**src/rtl/aes_pkg.sv**
```systemverilog
// Shared AES helpers: Rcon table, GF(2^8) arithmetic, S-box, RotWord, FSM states.
// Optional feature macro: AES_INV_KEY_DERIVE_EN (adds the DERIVE state).
package aes_pkg;

    localparam int unsigned WORD_W   = 32;
    localparam int unsigned KEY_W    = 128;
    localparam int unsigned ROUND_W  = 4;
    localparam int unsigned RCON_NUM = 10;

    localparam logic [7:0] RCON [RCON_NUM] = '{
        8'h01, 8'h02, 8'h04, 8'h08, 8'h10, 8'h20, 8'h40, 8'h80, 8'h1b, 8'h36
    };

    typedef enum logic [1:0] {
        ST_IDLE   = 2'd0,
`ifdef AES_INV_KEY_DERIVE_EN
        ST_DERIVE = 2'd1,
`endif
        ST_EMIT   = 2'd2
    } state_e;

    // Rcon word with the constant in byte 3; out-of-range index yields zero.
    function automatic logic [WORD_W-1:0] rcon_word(input logic [ROUND_W-1:0] idx);
        logic [WORD_W-1:0] w;
        w = '0;
        if (idx < ROUND_W'(RCON_NUM)) begin
            w = {RCON[idx], 24'h000000};
        end
        return w;
    endfunction

    // GF(2^8) multiply modulo x^8+x^4+x^3+x+1.
    function automatic logic [7:0] gf_mul(input logic [7:0] a, input logic [7:0] b);
        logic [7:0] p;
        logic [7:0] aa;
        p  = '0;
        aa = a;
        for (int i = 0; i < 8; i++) begin
            if (b[i]) begin
                p = p ^ aa;
            end
            aa = {aa[6:0], 1'b0} ^ (aa[7] ? 8'h1b : 8'h00);
        end
        return p;
    endfunction

    // Multiplicative inverse as x^254 (maps 0 to 0).
    function automatic logic [7:0] gf_inv(input logic [7:0] x);
        logic [7:0] x2, x3, x6, x12, x15, x30, x60, x120, x240, x252;
        x2   = gf_mul(x, x);
        x3   = gf_mul(x2, x);
        x6   = gf_mul(x3, x3);
        x12  = gf_mul(x6, x6);
        x15  = gf_mul(x12, x3);
        x30  = gf_mul(x15, x15);
        x60  = gf_mul(x30, x30);
        x120 = gf_mul(x60, x60);
        x240 = gf_mul(x120, x120);
        x252 = gf_mul(x240, x12);
        return gf_mul(x252, x2);
    endfunction

    // S-box affine transform: b ^ rotl1 ^ rotl2 ^ rotl3 ^ rotl4 ^ 0x63.
    function automatic logic [7:0] sbox_affine(input logic [7:0] b);
        return b ^ {b[6:0], b[7]} ^ {b[5:0], b[7:6]} ^ {b[4:0], b[7:5]}
                 ^ {b[3:0], b[7:4]} ^ 8'h63;
    endfunction

    function automatic logic [7:0] sbox(input logic [7:0] b);
        return sbox_affine(gf_inv(b));
    endfunction

    function automatic logic [WORD_W-1:0] rot_word(input logic [WORD_W-1:0] w);
        return {w[23:0], w[31:24]};
    endfunction

endpackage

```
**src/rtl/aes_sub_word.sv**
```systemverilog
// SubWord: AES S-box applied to each of the four bytes of a word.
module aes_sub_word
    import aes_pkg::*;
(
    input  logic [31:0] word_in,
    output logic [31:0] word_out
);

    // Four independent byte substitutions.
    always_comb begin
        word_out = '0;
        for (int i = 0; i < 4; i++) begin
            word_out[i*8 +: 8] = sbox(word_in[i*8 +: 8]);
        end
    end

endmodule

```
**src/rtl/aes_inv_key_sched.sv**
```systemverilog
// Inverse AES-128 key schedule: streams round keys 10..0 from the round-10 key.
// Optional feature macro: AES_INV_KEY_DERIVE_EN (key_in is the cipher key and the
// round-10 key is first derived by ten forward expansion steps).
module aes_inv_key_sched
    import aes_pkg::*;
#(
    parameter int unsigned NR = 10
) (
    input  logic         CLK,
    input  logic         RST_N,
    input  logic         start,
    input  logic [127:0] key_in,
    output logic         ready,
    output logic         rk_valid,
    input  logic         rk_ready,
    output logic [127:0] rk,
    output logic [3:0]   rk_round,
    output logic         done
);

    localparam logic [ROUND_W-1:0] LAST_ROUND = ROUND_W'(NR);

    state_e             state_q, state_d;
    logic [KEY_W-1:0]   w_q, w_d;
    logic [ROUND_W-1:0] round_q, round_d;
    logic               ready_q, ready_d;
    logic               valid_q, valid_d;
    logic               done_q, done_d;

    logic [WORD_W-1:0]  w0, w1, w2, w3;
    logic [WORD_W-1:0]  b0, b1, b2, b3;
    logic [WORD_W-1:0]  sub_in_c, sub_out_c;
    logic [ROUND_W-1:0] rcon_idx_c;
    logic [KEY_W-1:0]   bwd_w_c;

    assign {w0, w1, w2, w3} = w_q;

    // Backward step words; w0 needs SubWord of the new w3.
    always_comb begin
        b3 = w3 ^ w2;
        b2 = w2 ^ w1;
        b1 = w1 ^ w0;
        b0 = w0 ^ sub_out_c ^ rcon_word(rcon_idx_c);
        bwd_w_c = {b0, b1, b2, b3};
    end

`ifdef AES_INV_KEY_DERIVE_EN
    logic [WORD_W-1:0] f0, f1, f2, f3;
    logic [KEY_W-1:0]  fwd_w_c;

    // Single SubWord shared between forward (DERIVE) and backward (EMIT) steps.
    always_comb begin
        if (state_q == ST_DERIVE) begin
            sub_in_c   = rot_word(w3);
            rcon_idx_c = round_q;
        end else begin
            sub_in_c   = rot_word(b3);
            rcon_idx_c = round_q - ROUND_W'(1);
        end
    end

    // Forward expansion step using Rcon[round_q].
    always_comb begin
        f0 = w0 ^ sub_out_c ^ rcon_word(rcon_idx_c);
        f1 = w1 ^ f0;
        f2 = w2 ^ f1;
        f3 = w3 ^ f2;
        fwd_w_c = {f0, f1, f2, f3};
    end
`else
    // Backward step only: SubWord input is RotWord of the recovered w3.
    always_comb begin
        sub_in_c   = rot_word(b3);
        rcon_idx_c = round_q - ROUND_W'(1);
    end
`endif

    aes_sub_word u_sub_word (
        .word_in  (sub_in_c),
        .word_out (sub_out_c)
    );

    // Next-state and registered-output logic.
    always_comb begin
        state_d = state_q;
        w_d     = w_q;
        round_d = round_q;
        ready_d = ready_q;
        valid_d = valid_q;
        done_d  = 1'b0;
        case (state_q)
            ST_IDLE: begin
                if (start) begin
                    w_d     = key_in;
                    ready_d = 1'b0;
`ifdef AES_INV_KEY_DERIVE_EN
                    round_d = '0;
                    state_d = ST_DERIVE;
`else
                    round_d = LAST_ROUND;
                    valid_d = 1'b1;
                    state_d = ST_EMIT;
`endif
                end
            end
`ifdef AES_INV_KEY_DERIVE_EN
            ST_DERIVE: begin
                w_d     = fwd_w_c;
                round_d = round_q + ROUND_W'(1);
                if (round_q == LAST_ROUND - ROUND_W'(1)) begin
                    valid_d = 1'b1;
                    state_d = ST_EMIT;
                end
            end
`endif
            ST_EMIT: begin
                if (rk_ready) begin
                    if (round_q == '0) begin
                        valid_d = 1'b0;
                        ready_d = 1'b1;
                        done_d  = 1'b1;
                        state_d = ST_IDLE;
                    end else begin
                        w_d     = bwd_w_c;
                        round_d = round_q - ROUND_W'(1);
                    end
                end
            end
            default: begin
                state_d = ST_IDLE;
                valid_d = 1'b0;
                ready_d = 1'b1;
            end
        endcase
    end

    // State and output registers.
    always_ff @(posedge CLK or negedge RST_N) begin
        if (!RST_N) begin
            state_q <= ST_IDLE;
            w_q     <= '0;
            round_q <= '0;
            ready_q <= 1'b1;
            valid_q <= 1'b0;
            done_q  <= 1'b0;
        end else begin
            state_q <= state_d;
            w_q     <= w_d;
            round_q <= round_d;
            ready_q <= ready_d;
            valid_q <= valid_d;
            done_q  <= done_d;
        end
    end

    assign ready    = ready_q;
    assign rk_valid = valid_q;
    assign rk       = w_q;
    assign rk_round = round_q;
    assign done     = done_q;

endmodule

```
**config.mk**
```make
export PLATFORM = sky130hd
export DESIGN_NAME = aes_inv_key_sched
export DESIGN_NICKNAME = d
export VERILOG_FILES = /design/src/rtl/aes_pkg.sv /design/src/rtl/aes_sub_word.sv /design/src/rtl/aes_inv_key_sched.sv
export SDC_FILE = /design/constraint.sdc
export NUM_CORES = 2
export LEC_CHECK = 0
export CAP_MARGIN = 20
export CORE_UTILIZATION = 59
export CTS_CLUSTER_SIZE = 40
export DETAILED_ROUTE_END_ITERATION = 10
export GPL_ROUTABILITY_DRIVEN = 0
export HOLD_SLACK_MARGIN = 0.02
export PLACE_DENSITY = 0.78
export SYNTH_ARGS = -nofsm -noshare
export SYNTH_HDL_FRONTEND = slang
export SYNTH_HIERARCHICAL = 1
export SYNTH_SLANG_ARGS = --single-unit
```
**constraint.sdc**
```tcl
create_clock -name CLK -period 53 [get_ports CLK]
set_input_delay 7.95 -clock CLK [delete_from_list [all_inputs] [get_ports CLK]]
set_output_delay 7.95 -clock CLK [all_outputs]
set_load 0.03 [all_outputs]
```
==> flow_summary.ini <==
[run_status]
outcome = finished, final reports clean

[clock_network]
tritoncts = yes
post_cts_buffers = 0
insertion_delay_ns = 0.50
htree_levels = 4
clkSinkCount = 135
cts_buffers = 17
cts_hold_buf = 0
post_cts_resized = 0
cts_buffer_depth = 2
path_clk_slew_ns = 0.08
clockRootBuffer = clkbuf_16

[flow_run]
maxCapViolations = 0

[synth]
syn-num-nets = 6895
synthArstFlopShare_pct = 100
synthCells = 6730
synth_edf_count = 0
synth_warnings = 6
avgSynthCellArea_sq_um = 7.90
synth_cell_types = 125
ys_ff_latch = 135
synth_area_sq_um = 53200
ys_seq_area_share_pct = 6.35
ys.flop_type = dfrtp_1

[critical_path]
required_ns = 53.38
worst-r2r-setup-slack_ns = 29.89
crit_top_cell = xnor2_1
path_buf_inv = 5
startpoint = rk[63]$_DFFE_PN0P_
slowest_delay_ns = 0.87
critical_path_class = reg2reg
worstReg2RegEnd = rk[101]$_DFFE_PN0P_
reg2reg_depth = 67
critical_path.max_fanout = 37
r2r-start = rk[63]$_DFFE_PN0P_
slowest_stage = xor2_1
endpoint = rk[101]$_DFFE_PN0P_
worstSetupPathDepth = 67
worst_setup_path_end_kind = register
worstPathArrival_ns = 23.49
path_delay_family = XOR/XNOR gates
crit_path_start_kind = register

[floorplanning]
io_pins = 267
start_util_pct = 59.9
dieArea_sq_um = 91400
die_y_um = 302
die_w_um = 302
rows = 109
core_area_sq_um = 88800

[detailed_routing]
via_per_inst = 6.30
firstDrtPassIters = 7
drc = 0
antenna_left = 0
vias = 49800
drt_iter0_drc = 4893
drt-total-wl_um = 153000
wire_per_inst_um = 19.4

[finish]
multi_input_area_sq_um = 47000
fill_cells = 7557
final_common_cell = xnor2_1
seqCellArea_sq_um = 3380
mostFrequentLayoutCells = xnor2_1, nand2_1, nor2_1, a21oi_1, xor2_1
final_layout_size_suffix_gt1_share_pct = 8.62
nets = 6884
area_delta_synth_final_pct = 7.42

[timing]
period_minus_slack_ns = 23.11
fin_setup_tns_ns = 0
finClkSkew_ns = 0.0228
slew_headroom_pct = 20.3
report.final.setup_viol = 0
rsz0062_at_grt = no
finalHoldViolCount = 0
max_freq_mhz = 43.3
worst_pin_slew_ns = 1.19
fin_crit_sh_pct = 43.6
slew_viol_final = 0

[min_path]
hp-class = reg2reg
min_from = ready$_DFFE_PN1P_

[grt]
grt_pass1_wl_um = 245000
grtUsageTotal_pct = 32.5
grt_max_degree = 221
antenna_found_initial = 2
grt_overflow_total = 0
grt_pass1_vias = 46200

[placement]
hpwl_um = 110000
io_buffers = 266
[metal layers]
metal	up-vias	wire length, um	track usage [%]
met5	-	27	0
met4	4	3990	9.99
li1	23500	-	-
met1	23700	64900	44.8
met3	289	14400	5.51
met2	2303	69800	51.7
[how the worst min path moves through the flow]
| stage | slack (ns) | end | depth (start not counted) |
|---|---|---|---|
| 4_1_cts | 0.53 | ready$_DFFE_PN1P_ | 1 |
| 2_1_floorplan | 0.57 | ready$_DFFE_PN1P_ | 1 |
| 3_3_place_gp | 0.51 | ready$_DFFE_PN1P_ | 1 |
| 6_report | 0.53 | ready$_DFFE_PN1P_ | 1 |
| 3_5_place_dp | 0.51 | ready$_DFFE_PN1P_ | 1 |
| 5_1_grt | 0.54 | ready$_DFFE_PN1P_ | 1 |
[final cells by class]
type	count	share of cell area, %
Tap cell	1165	2.55
Antenna cell	1	0.00438
Sequential cell	135	5.92
Timing Repair Buffer	436	6.94
Inverter	174	1.14
Clock inverter	15	0.357
Multi-Input combinational cell	5955	82.3
Clock buffer	17	0.745
[registers in the layout, summed over array words and instances, names as in the netlist]
name      cells
rk_round      4
rk          128
rk_valid      1
ready         1
done          1
[cells by family after synthesis]
group,after synthesis,synth area share [%]
AO/OA/AOI/OAI,1466,18.7
XOR/XNOR,1971,44.7
adder cells (fa/ha/maj),33,0.776
buffers and inverters,640,5.72
flip-flops,135,6.35
multiplexers,245,4.76
AND/OR/NAND/NOR,2240,19.0
[worst reg2reg max path, delay by kind of cell (launching register included)]
kind                       cells  cell delay (ns)
AOI/OAI and AO/OA              9             1.78
xor gates and xnor gates      36            14.97
adders and majority gates      6             2.47
buffers and inverters          5             1.68
DFF                            1             0.47
muxes                          4             0.73
and+or+nand+nor                7             0.88
[through the flow]
step           setup WS, ns  hold slack, ns  util [%]  cell area [sq um]  cells
4_1_cts               29.70           0.527      64.3              57100   7892
3_3_place_gp          30.10           0.506      63.6              56400   7859
3_5_place_dp          29.80           0.515      63.6              56500   7860
6_report              29.89           0.529      64.4              57100   7898
5_1_grt               28.40           0.537      64.3              57100   7897
2_1_floorplan         33.84           0.571         -              53200   6730
[synth_stat cells, types with 44 or more instances]
library cell | count | area share, %
nor2_1 | 732 | 5.2
clkbuf_1 | 208 | 1.5
o21ai_0 | 291 | 2.7
nor2b_1 | 56 | 0.66
xnor2_2 | 84 | 2.6
and2_1 | 54 | 0.64
mux2i_1 | 194 | 3.7
buf_4 | 53 | 0.75
mux2_2 | 47 | 1.0
nand3_1 | 165 | 1.6
nor3_1 | 139 | 1.3
xnor3_1 | 302 | 13
o211ai_1 | 56 | 0.79
dfrtp_1 | 134 | 6.3
a21oi_1 | 373 | 3.5
o22ai_1 | 73 | 0.86
nand2b_1 | 72 | 0.85
buf_2 | 141 | 1.3
a22oi_1 | 44 | 0.62
inv_1 | 153 | 1.1
a32oi_1 | 71 | 1.2
xnor2_1 | 1084 | 18
xor3_1 | 48 | 2.1
a211oi_1 | 47 | 0.66
nand2_1 | 761 | 5.4
xor2_1 | 375 | 6.2
Power is not shown: default switching activity piles up to over one toggle a cycle in this logic, so the estimate is an artifact.
